==> config.mk <==
export PLATFORM = sky130hd
export DESIGN_NAME = pipe_hazard_ctrl
export DESIGN_NICKNAME = d
export VERILOG_FILES = /design/src/rtl/pipe_hazard_ctrl.sv
export SDC_FILE = /design/constraint.sdc
export NUM_CORES = 1
export LEC_CHECK = 0
export BUFFER_PORTS_ARGS = -buffer_cell sky130_fd_sc_hd__buf_2
export CORE_MARGIN = 2
export CORE_UTILIZATION = 38
export CTS_CLUSTER_DIAMETER = 150
export DETAILED_ROUTE_END_ITERATION = 6
export PLACE_DENSITY = 0.75
export SLEW_MARGIN = 20
export SYNTH_ARGS = -nofsm -noshare
export SYNTH_HDL_FRONTEND = slang
export SYNTH_SLANG_ARGS = --single-unit
==> constraint.sdc <==
create_clock -name clk -period 1.5 [get_ports clk]
set_clock_uncertainty 0.05 [all_clocks]
set_input_delay 0.15 -clock clk [delete_from_list [all_inputs] [get_ports clk]]
set_output_delay 0.15 -clock clk [all_outputs]
set_load 0.01 [all_outputs]
==> src/rtl/pipe_hazard_ctrl.sv <==
// Pipeline hazard controller: load-use and mult/div stalls, branch/jump flushes.
// Optional stall-cycle performance counter enabled by defining HAZARD_PERF_EN.
module pipe_hazard_ctrl #(
    parameter int MULT_LAT = 5,
    parameter int DIV_LAT  = 10,
    parameter int REGW     = 5
) (
    input  logic            clk,
    input  logic            reset,
    input  logic [REGW-1:0] rs_d,
    input  logic [REGW-1:0] rt_d,
    input  logic [REGW-1:0] rt_e,
    input  logic            memtoreg_e,
    input  logic            branch_taken_d,
    input  logic            jump_d,
    input  logic            md_start_e,
    input  logic            md_op_e,
    input  logic            md_use_d,
    output logic            stall_f,
    output logic            stall_d,
    output logic            flush_d,
    output logic            flush_e,
    output logic            md_busy,
    output logic            md_done,
    output logic [31:0]     perf_stall_cnt
);

    typedef enum logic {
        IDLE = 1'b0,
        BUSY = 1'b1
    } md_state_e;

    localparam logic [7:0] MULT_LOAD = 8'(MULT_LAT - 1);
    localparam logic [7:0] DIV_LOAD  = 8'(DIV_LAT - 1);

    md_state_e  state_q, state_d;
    logic [7:0] cnt_q, cnt_d;
    logic       done_q, done_d;
    logic       lwstall, mdstall, hazard_stall;

    always_ff @(posedge clk or posedge reset) begin
        if (reset) begin
            state_q <= IDLE;
            cnt_q   <= 8'd0;
            done_q  <= 1'b0;
        end else begin
            state_q <= state_d;
            cnt_q   <= cnt_d;
            done_q  <= done_d;
        end
    end

    // A start arriving while BUSY is ignored; mdstall keeps it from happening.
    always_comb begin
        state_d = state_q;
        cnt_d   = cnt_q;
        done_d  = 1'b0;
        case (state_q)
            IDLE: begin
                if (md_start_e) begin
                    cnt_d   = md_op_e ? DIV_LOAD : MULT_LOAD;
                    state_d = BUSY;
                end
            end
            BUSY: begin
                if (cnt_q != 8'd0) begin
                    cnt_d = cnt_q - 8'd1;
                end else begin
                    state_d = IDLE;
                    done_d  = 1'b1;
                end
            end
            default: state_d = IDLE;
        endcase
    end

    assign lwstall = memtoreg_e && (rt_e != '0) && ((rt_e == rs_d) || (rt_e == rt_d));
    assign mdstall = md_use_d && ((state_q == BUSY) || md_start_e);

    // All outputs read 0 while reset is held, including the combinational ones.
    assign hazard_stall = (lwstall || mdstall) && !reset;

    assign stall_f = hazard_stall;
    assign stall_d = hazard_stall;
    assign flush_e = hazard_stall;
    assign flush_d = (branch_taken_d || jump_d) && !hazard_stall && !reset;
    assign md_busy = (state_q == BUSY);
    assign md_done = done_q;

`ifdef HAZARD_PERF_EN
    logic [31:0] perf_q;

    always_ff @(posedge clk or posedge reset) begin
        if (reset) begin
            perf_q <= 32'd0;
        end else if (hazard_stall && (perf_q != 32'hFFFF_FFFF)) begin
            perf_q <= perf_q + 32'd1;
        end
    end

    assign perf_stall_cnt = perf_q;
`else
    assign perf_stall_cnt = 32'd0;
`endif

endmodule

==> results of run 1 <==
[placed cells by master, fill, tap and decap left out, types with 3 or more instances in the layout]
cell type / netlist / final
buf_2: 2 / 28
buf_4: 34 / 15
clkbuf_4: 0 / 3
conb_1: 1 / 32
dfrtp_1: 10 / 10
inv_1: 6 / 6
nor2_1: 11 / 11
nor3_1: 3 / 3
o21ai_0: 4 / 4
xor2_1: 13 / 13
[flip-flops by register name, summed over array words and instances (netlist names)]
register  count
md_done       1
cnt_q         8
md_busy       1
[metal layers]
layer	share of wire, %	track usage (%)
met1	38	16.1
met2	53	29.0
met3	7.5	1.61
met4	1.3	4.88
met5	0	0
[metrics by stage]
stage               setup TNS [ns]  instance area, um2  setup slack [ns]  hold WS, ns  power (mW)
floorplan                   -0.278                1170           -0.0766      -0.0300        1.07
global placement            -0.360                1180           -0.0796        0.209        1.31
detailed placement          -0.636                1180            -0.134        0.212        1.36
CTS                         -0.890                1250            -0.117       0.0482        1.60
global route                 -2.09                1280            -0.233       0.0446        1.80
finish                       -1.14                1280            -0.156       0.0504        1.65
[final cells by class]
| class | count | area, um2 |
|---|---|---|
| sequential | 10 | 250 |
| multi-input combinational | 92 | 653 |
| tap | 30 | 37.5 |
| fill | 248 | 1200 |
| timing repair buffer | 46 | 294 |
| inverter | 6 | 22.5 |
| clock buffer | 3 | 22.5 |
[power groups by stage]
| stage | logic, mW | clock network, mW | registers (mW) |
|---|---|---|---|
| 2_1_floorplan | 0.586 | 0 | 0.489 |
| 3_3_place_gp | 0.829 | 0 | 0.482 |
| 3_5_place_dp | 0.859 | 0 | 0.500 |
| 4_1_cts | 0.916 | 0.191 | 0.491 |
| 5_1_grt | 1.08 | 0.212 | 0.506 |
| 6_report | 0.980 | 0.187 | 0.486 |
[cell usage after synthesis]
cell        n
buf_4      34
xor2_1     13
nor2_1     11
dfrtp_1    10
inv_1       6
o21ai_0     4
nand3_1     3
nor3_1      3
buf_2       2
ha_1        2
nand4bb_1   2
nor2b_1     2
o21a_1      2
o31ai_1     2
a211oi_1    1
a21oi_1     1
a221oi_1    1
a22oi_1     1
a2bb2oi_2   1
conb_1      1
nand2_1     1
nor3_2      1
nor4_1      1
o2111ai_1   1
o2111ai_4   1
o21ai_2     1
o31a_2      1
o32ai_1     1
or2_2       1
or4_1       1
or4_4       1
[cell families (layout without fill, tap and decap cells)]
group           Yosys count  count (layout)  synth area share, %
simple gates             27              27                 15.3
xor+xnor                 13              13                 11.5
fa+ha+maj                 2               2                 2.53
flops                    10              10                 25.3
compound gates           18              18                 15.8
buf+inv                  42              55                 29.1
other cells               1              32                0.379
[path summary, 6_finish.rpt]
path | startpoint | endpoint | slack, ns | cells after the start
setup / recovery | cnt_q[4] | cnt_q[7] | -0.16 | 4
hold / removal | md_start_e | cnt_q[7] | 0.05 | 2
setup reg to reg | cnt_q[4] | cnt_q[7] | -0.16 | 4
hold reg to reg | cnt_q[7] | cnt_q[7] | 0.54 | 2
max in group asynchronous | reset | md_done | 0.78 | 4
min in group asynchronous | reset | cnt_q[4] | 0.47 | 4
[timing repair]
action,in CTS,in global routing
resized for setup,3,2
pin swaps,5,3
buffers inserted,3,1
endpoints found under the setup margin,12,13
gates cloned,0,0
endpoints found under the hold margin,10,0
hold buffers,1,0
==> metrics.md, run 1 <==
| Metric | Value |
|---|---|
| First-pass GRT wire length | `roughly 3.1 mm` |
| Leakage | `roughly 0.63 nW` |
| Worst Path Max Fanout | `5` |
| Grt total ovfl | `0` |
| Fin. max-slew vios | `0` |
| Number of synthesized register bits | `10` |
| DRT Pass-1 Iters | `4` |
| Synth top area share | `25.8%` |
| Yosys cell types | `31` |
| Fmax achieved | `604 MHz` |
| Slowest CP cell | `or4_4` |
| Max Cap Viol | `0` |
| Switch Pwr | `approximately 0.67 mW` |
| Setup crit start kind | `flip-flop` |
| Failing checks | `setup timing` |
| Worst-Skew Late Latency | `~0.27 ns` |
| Sink Count | `10` |
| Buf/Inv on CP | `0` |
| Register clock-pin slew on the reported worst setup and hold paths | `0.07 ns` |
| HP Class | `primary input to flip-flop` |
| DR iter-0 viols | `11` |
| Tcrit/Tclk final | `110%` |
| Max Root-Sink Buffers | `2` |
| Final setup fails | `13` |
| H-tree depth | `1` |
| Ports | `61` |
| Run status | `finished, violations left` |
| Number of global-route vias before repair | `~750` |
| Sw frac | `roughly two fifths` |
| CORE AREA | `between 2000 and 2500 um2` |
| Die height | `55 um` |
| Cell Area, Synth | `around 990 um2` |
| Clock power frac | `a little under an eighth` |
| Int Pwr | `0.982 mW` |
| Fin worst setup slack | `-0.156 ns` |
| Power Density | `1290 nW/um2` |
| Clock Tree Root | `clkbuf_4` |
| Final std cells w/o fill | `187` |
| Top cells by area, synth | `buf_4 (26%), dfrtp_1 (25%), xor2_1 (12%), nor2_1 (4.2%), o2111ai_4 (2.7%)` |
| WL per Instance | `~11 um` |
| Overall routing resource usage | `between 10 and 15%` |
| I/O Buffers | `28` |
| Synth-to-layout area growth | `29.5%` |
| RSZ-0062 raised after global routing | `true` |
| Final min period | `approximately 1.7 ns` |
| Largest net degree at the start of global routing | `11` |
| Critical path arrival | `1.80 ns` |
| Crit path max-delay family | `simple AND/OR/NAND/NOR gates` |
| Residual DRC | `0` |
| Initial antenna violation count | `0` |
| Dpl hpwl | `between 1.5 and 2 mm` |
| DP Cell Count | `between 150 and 200` |
| Yosys warning count | `0` |
| Fin util | `51.7%` |
| Required time of the critical path | `approximately 1.7 ns` |
| Final Hold Vio Count | `0` |
| CTS buffer count | `3` |
| Gate power share | `between 50% and 60%` |
| Area leader, netlist | `buf_4` |
| Share of power burned in registers | `roughly 30%` |
| Die Wd | `55 um` |
| Number of cells produced by synthesis | `about 110` |
| Post-route ant nets | `0` |
| Number of antenna diodes | `0` |
| Crit path largest cell delay | `~0.61 ns` |
| Initial core utilization | `approximately two fifths` |
| Crit-path cells | `or4_4 -> o2111ai_4 -> o31a_2 -> a2bb2oi_2` |
| Worst Setup End Kind | `flip-flop` |
| Die area | `3030 um2` |
| Routed WL | `2.09 mm` |
| Final #Nets | `184` |
| WS Path Type | `flip-flop to flip-flop` |
| Vias | `around 830` |
| Syn_area_per_cell | `8.75 um2` |
| Gp weighted congestion | `roughly 0.84` |
| CTS tree | `yes` |
| Worst vdd ir | `between 0.0006 and 0.0007 V` |
| Via-per-instance ratio | `between 4 and 5` |
| Rows | `18` |
| Layout cells sized above 1 | `39.5%` |
| Sequential share of the synthesized area | `25.3%` |
Note: power is estimated with default switching activity, not from simulation.
==> run 2, diff against run 1 <==
ABC_AREA = 1   (was unset)
CORE_UTILIZATION = 41   (was 38)
PLACE_DENSITY = 0.77   (was 0.75)
==> metrics.md, run 2 <==
| Metric | Value |
|---|---|
| Area after DPL | `1200 um2 (+2.3%)` |
| Post-route ant nets | `0 (unchanged)` |
| Async S/R FF share, synth | `100% (unchanged)` |
| Tcrit/Tclk final | `96.9% (-14 points)` |
| Die height | `57.5 um (+4.5%)` |
| Max Root-Sink Buffers | `2 (unchanged)` |
| CTS buffer count | `3 (unchanged)` |
| Max reg flops | `8 (unchanged)` |
| WL per Instance | `9.58 um (-14%)` |
| Number of antenna diodes | `0 (unchanged)` |
| Final setup fails | `0 (-13)` |
| Number of cells produced by synthesis | `158 (+40%)` |
| Via-per-instance ratio | `4.30 (-2.8%)` |
| Grt total ovfl | `0 (unchanged)` |
| Largest net degree at the start of global routing | `16 (+5)` |
| Crit path largest cell delay | `0.40 ns (-0.21 ns)` |
| CTS tree | `yes` |
| Vias | `959 (+16%)` |
| Buf/Inv on CP | `2 (+2)` |
| Die area | `3310 um2 (+9.3%)` |
| Power Density | `1410 nW/um2 (+9.1%)` |
| Fin. max-slew vios | `0 (unchanged)` |
| Fmax achieved | `688 MHz (+14%)` |
| Die Wd | `57.5 um (+4.5%)` |
| Overall routing resource usage | `12.9% (-1.9 points)` |
| DR iter-0 viols | `48 (+37)` |
| Dpl hpwl | `1.60 mm (-6.4%)` |
| Routed WL | `2.14 mm (+2.4%)` |
| Biggest register | `cnt_q` |
| Synth top area share | `21.7% (-4.1 points)` |
| Worst Setup End Kind | `flip-flop` |
| Required time of the critical path | `1.65 ns (about the same)` |
| Ports | `61 (unchanged)` |
| Number of global-route vias before repair | `826 (+10%)` |
| Met3 Use GR | `2.04% (+0.43 points)` |
| I/O Buffers | `28 (unchanged)` |
| Final std cells w/o fill | `223 (+19%)` |
| Top cells by area, synth | `buf_4 (22%), dfrtp_1 (21%), nand2_1 (11%), inv_1 (7.7%), nor2_8 (5.1%)` |
| Rows | `19 (+1)` |
| Gp weighted congestion | `0.800 (-5.1%)` |
| Final Hold Vio Count | `0 (unchanged)` |
| Met2 Usage GRT | `23.2% (-5.8 points)` |
| Primary FF master, synth | `dfrtp_1` |
| Area leader, netlist | `buf_4` |
| Syn_area_per_cell | `7.43 um2 (-15%)` |
| Final Total Pwr | `1.83 mW (+11%)` |
| Most frequent cells in the layout | `nand2_1 (34), conb_1 (32), buf_2 (28), inv_1 (23), nor2_1 (10)` |
| Commonest cells in the netlist | `buf_4 (34), nand2_1 (34), inv_1 (24)` |
| Layout cells sized above 1 | `31.3% (-8.2 points)` |
| Fillers | `264 (+6.5%)` |
| Initial antenna violation count | `0 (unchanged)` |
| Leakage | `0.781 nW (+24%)` |
| Synth-to-layout area growth | `10.6%` |
| Commonest non-fill, non-tap cell in the layout | `nand2_1` |
| First-pass GRT wire length | `3.36 mm (+8.0%)` |
| Crit path max-delay family | `simple AND/OR/NAND/NOR gates` |
| Final #Nets | `218 (+18%)` |
| DRT Pass-1 Iters | `4 (unchanged)` |
| DP Cell Count | `215 (+20%)` |
| Final min period | `1.45 ns (-0.203 ns)` |
| Yosys cell types | `24 (-23%)` |
| HP Class | `primary input to flip-flop` |
| Sw frac | `46.0% (+5.4 points)` |
| Worst Path Max Fanout | `7 (+2)` |
| Critical path arrival | `1.60 ns (-0.20 ns)` |
| Number of synthesized flops with an enable pin | `0 (unchanged)` |
| H-tree depth | `1 (unchanged)` |
| Clock power frac | `13.6% (+2.3 points)` |
| Final hold slack | `0.209 ns (+0.158 ns)` |
| Setup crit start kind | `flip-flop` |
| Gate power share | `57.2% (-2.1 points)` |
| Most common cell on crit path | `nor2_8` |
| Cell Area, Synth | `1170 um2 (+19%)` |
| Clock Tree Root | `clkbuf_4` |
| Number of synthesized register bits | `10 (unchanged)` |
| Worst vdd ir | `0.00102 V (+52%)` |
| WS Path Type | `flip-flop to flip-flop` |
| Max Cap Viol | `0 (unchanged)` |
| Residual DRC | `0 (unchanged)` |
| Run status | `complete, no violations` |
| GRT met1 Usage | `15.1% (-1.0 points)` |
| Slowest CP cell | `dfrtp_1` |
| Most Used Layer, Global Route | `met2` |
| Sequential share of the synthesized area | `21.3% (-4.0 points)` |
| Sink Count | `10 (unchanged)` |
| CORE AREA | `2730 um2 (+10%)` |
| Worst-Skew Late Latency | `0.27 ns (about the same)` |
| Switch Pwr | `0.841 mW (+25%)` |
| Final Cell Area | `1300 um2 (+1.4%)` |
| Share of power burned in registers | `29.2% (-0.2 points)` |
| Crit-path cells | `inv_2 -> ha_2 -> nand4_4 -> nor2_8 -> nor2_8 -> buf_4 -> o21ai_2` |
| Initial core utilization | `42.9% (+3.0 points)` |
| Yosys warning count | `0 (unchanged)` |
| Int Pwr | `0.987 mW (+0.57%)` |
| Register clock-pin slew on the reported worst setup and hold paths | `0.07 ns (about the same)` |
| Setup TNS | `0 ns (+1.14 ns)` |
## run 2: cell types whose count changed in the layout (fill, tap and decap cells not counted), moves of 3 or more
cell | previous run | this run
nand2_1 | 1 | 34
inv_1 | 6 | 23
xor2_1 | 13 | 2
buf_4 | 15 | 5
nand4_1 | 0 | 5
o21ai_2 | 1 | 5
nand3_1 | 2 | 5
nor2_4 | 0 | 3
nor2_8 | 0 | 3
nor3_1 | 3 | 0
o21ai_0 | 4 | 7
xnor2_1 | 0 | 3
## run 2: per-stage QoR
step	util, %	setup WS [ns]
2_1_floorplan	-	0.0692
3_3_place_gp	44.1	0.106
3_5_place_dp	44.1	0.0308
4_1_cts	45.8	0.0125
5_1_grt	47.5	-0.00109
6_report	47.5	0.0472
## run 2: area by class of cell
type | instances | area [um2] | area share [%]
Tap cell | 31 | 38.8 | 2.99
Multi-Input combinational cell | 120 | 693 | 53.4
Clock buffer | 4 | 36.3 | 2.80
Sequential cell | 10 | 251 | 19.4
Timing Repair Buffer | 34 | 188 | 14.5
Inverter | 24 | 90.1 | 6.94
## run 2: kinds of logic after synthesis
logic type | count (synthesis) | share of synthesized area, %
other | 1 | 0.320
and+or+nand+nor | 64 | 30.0
xor gates and xnor gates | 5 | 3.73
DFF | 10 | 21.3
buffers and inverters | 60 | 32.1
AOI/OAI and AO/OA | 16 | 10.4
adders and majority gates | 2 | 2.13
## run 2: per-layer routing
layer	up-vias	wire (um)
met2	42	1010
met4	0	52
met3	6	146
li1	489	-
met5	-	0
met1	422	931
## run 2: final timing paths
path                       startpoint       end  slack, ns  cells past startpoint
min in group asynchronous       reset  cnt_q[7]       0.40                      4
setup / recovery             cnt_q[1]  cnt_q[6]       0.05                      7
hold reg to reg              cnt_q[1]  cnt_q[1]       0.53                      2
max in group asynchronous       reset   md_busy       0.85                      4
setup reg to reg             cnt_q[1]  cnt_q[6]       0.05                      7
hold / removal                md_op_e  cnt_q[3]       0.21                      3
## run 2: timing repair
action / 4_1_cts / 5_1_grt
gates cloned: 0 / 1
buffers inserted: 0 / 2
pin swaps: 0 / 3
endpoints found under the hold margin: 10 / 0
resized for setup: 1 / 8
endpoints found under the setup margin: 4 / 8
hold buffers: 1 / 0
## run 2: worst register-to-register path, cell delays in order (launching register included)
cell,delay (ns)
dfrtp_1,0.40
inv_2,0.09
ha_2,0.20
nand4_4,0.14
nor2_8,0.20
nor2_8,0.08
buf_4,0.14
o21ai_2,0.10
## run 2: power groups by stage
| stage | clock [mW] | sequential (mW) | combinational, mW |
|---|---|---|---|
| floorplan | 0 | 0.489 | 0.905 |
| global placement | 0 | 0.522 | 0.959 |
| detailed placement | 0 | 0.522 | 0.984 |
| CTS | 0.255 | 0.518 | 0.996 |
| global route | 0.268 | 0.554 | 1.16 |
| finish | 0.248 | 0.534 | 1.05 |
==> run 3, diff against run 2 <==
CORE_UTILIZATION = 49   (was 41)
PLACE_DENSITY = 0.86   (was 0.77)
clock period = 1.9 ns   (was 1.5 ns; I/O delays follow)
==> metrics.md, run 3 (synthesis gave the netlist of run 2 again) <==
| Metric | Value |
|---|---|
| Run status | `complete, no violations` |
| Worst vdd ir | `0.000558 V (-45%)` |
| Worst Path Max Fanout | `7 (unchanged)` |
| Worst-Skew Late Latency | `0.27 ns (about the same)` |
| I/O Buffers | `28 (unchanged)` |
| Clock Tree Root | `clkbuf_4` |
| DRT Pass-1 Iters | `4 (unchanged)` |
| Overall routing resource usage | `16.5% (+3.6 points)` |
| Post-place setup slack | `0.388 ns (+0.357 ns)` |
| Final Hold Vio Count | `0 (unchanged)` |
| WL per Instance | `8.94 um (-6.7%)` |
| Final #Nets | `214 (-1.8%)` |
| Fin util | `55.5% (+8.1 points)` |
| Max Cap Viol | `0 (unchanged)` |
| Ports | `61 (unchanged)` |
| First-pass GRT wire length | `3.43 mm (+2.1%)` |
| Fillers | `207 (-22%)` |
| Worst Setup End Kind | `primary output` |
| Via-per-instance ratio | `4.36 (+1.4%)` |
| Routed WL | `1.93 mm (-9.6%)` |
| Fin. max-slew vios | `0 (unchanged)` |
| Leakage | `0.768 nW (-1.6%)` |
| Final setup fails | `0 (unchanged)` |
| Dpl hpwl | `1.61 mm (+0.47%)` |
| Gp weighted congestion | `0.820 (+2.5%)` |
| CTS tree | `yes` |
| DR iter-0 viols | `13 (-73%)` |
| Most Used Layer, Global Route | `met2` |
| Crit path largest cell delay | `0.60 ns (+0.20 ns)` |
| Initial core utilization | `52.5% (+9.6 points)` |
| Critical path arrival | `1.47 ns (-0.13 ns)` |
| Largest net degree at the start of global routing | `16 (unchanged)` |
| Number of global-route vias before repair | `837 (+1.3%)` |
| H-tree depth | `1 (unchanged)` |
| Vias | `942 (-1.8%)` |
| Tcrit/Tclk final | `90.1%` |
| Die area | `2800 um2 (-15%)` |
| Post-route ant nets | `0 (unchanged)` |
| Final Total Pwr | `1.37 mW (-25%)` |
| HP Class | `primary input to flip-flop` |
| Required time of the critical path | `1.66 ns (about the same)` |
| Final min period | `approximately 1.7 ns` |
| Initial antenna violation count | `0 (unchanged)` |
| Crit-path cells | `o21ai_0 -> a21oi_1 -> buf_2` |
| Power Density | `1100 nW/um2 (-22%)` |
| Grt total ovfl | `0 (unchanged)` |
| Number of antenna diodes | `0 (unchanged)` |
| Fmax achieved | `just under 600 MHz` |
| Residual DRC | `0 (unchanged)` |
| Sink Count | `10 (unchanged)` |
| Met3 Use GR | `2.54% (+0.50 points)` |
| Slowest CP cell | `dfrtp_1` |
| Commonest non-fill, non-tap cell in the layout | `nand2_1` |
| RSZ-0062 raised after global routing | `false` |
| Setup crit start kind | `flip-flop` |
| CTS buffer count | `3 (unchanged)` |
| Setup TNS | `0 ns (unchanged)` |
| Layout cells sized above 1 | `26.1% (-5.2 points)` |
| GRT met1 Usage | `18.9% (+3.8 points)` |
| Biggest register | `cnt_q` |
| Max reg flops | `8 (unchanged)` |
| Rows | `17 (-2)` |
| Die Wd | `52.9 um (-7.9%)` |
| Setup Fix Bufs, Post-CTS | `0 (unchanged)` |
| Synth-to-layout area growth | `5.65%` |
| WS Path Type | `flip-flop to primary output` |
| Fin worst setup slack | `0.189 ns (+0.142 ns)` |
| Met2 Usage GRT | `29.2% (+6.0 points)` |
| Most frequent cells in the layout | `nand2_1 (34), conb_1 (32), buf_2 (28), inv_1 (24), nor2_1 (12)` |
| Die height | `52.9 um (-7.9%)` |
| Max Root-Sink Buffers | `2 (unchanged)` |
| CORE AREA | `2230 um2 (-18%)` |
| Register clock-pin slew on the reported worst setup and hold paths | `0.07 ns (about the same)` |
run 3: cell count changes in the layout (fill, tap and decap cells not counted), sizes merged:
cell	change
buf	-3
nor2	-1
run 3: final timing paths:
kind,cells after the start,start,slack [ns],end
min in group asynchronous,4,reset,0.42,md_busy
min,3,md_op_e,0.24,cnt_q[3]
max,3,md_busy,0.19,stall_f
min reg2reg,3,cnt_q[0],0.53,cnt_q[0]
max reg2reg,7,cnt_q[0],0.39,cnt_q[3]
max in group asynchronous,4,reset,1.24,cnt_q[1]
run 3: layout make-up:
| type | instances | area (um2) | share of cell area [%] |
|---|---|---|---|
| Clock buffer | 4 | 36.3 | 2.93 |
| Inverter | 24 | 90.1 | 7.27 |
| Multi-Input combinational cell | 119 | 663 | 53.5 |
| Sequential cell | 10 | 250 | 20.2 |
| Tap cell | 28 | 35.0 | 2.83 |
| Timing Repair Buffer | 31 | 165 | 13.3 |
run 3: critical path, delay by kind of cell (launching register included):
| family | cells | cell delay, ns |
|---|---|---|
| DFF | 1 | 0.60 |
| AOI/OAI and AO/OA | 2 | 0.43 |
| buffers and inverters | 1 | 0.17 |
run 3: stage by stage:
step                hold WS [ns]  instances  area [um2]
global route               0.222        216        1240
global placement           0.164        211        1190
detailed placement         0.167        211        1190
finish                     0.237        216        1240
CTS                        0.220        216        1240
floorplan                -0.0141        189        1290
run 3: what timing repair did:
action | 4_1_cts | 5_1_grt
endpoints found under the hold margin | 10 | 0
hold buffers | 1 | 0
gates resized for setup | 0 | 0
run 3: routing by layer:
| layer | part of all wire, % | up-vias |
|---|---|---|
| met4 | 1.8 | 0 |
| met5 | 0 | - |
| li1 | - | 484 |
| met1 | 45 | 418 |
| met3 | 5.2 | 4 |
| met2 | 48 | 36 |
run 3: power by group:
| part | total (mW) | internal [mW] | switching, mW |
|---|---|---|---|
| clock network | 0.198 | 0.117 | 0.0816 |
| logic | 0.755 | 0.316 | 0.439 |
| registers | 0.415 | 0.307 | 0.108 |
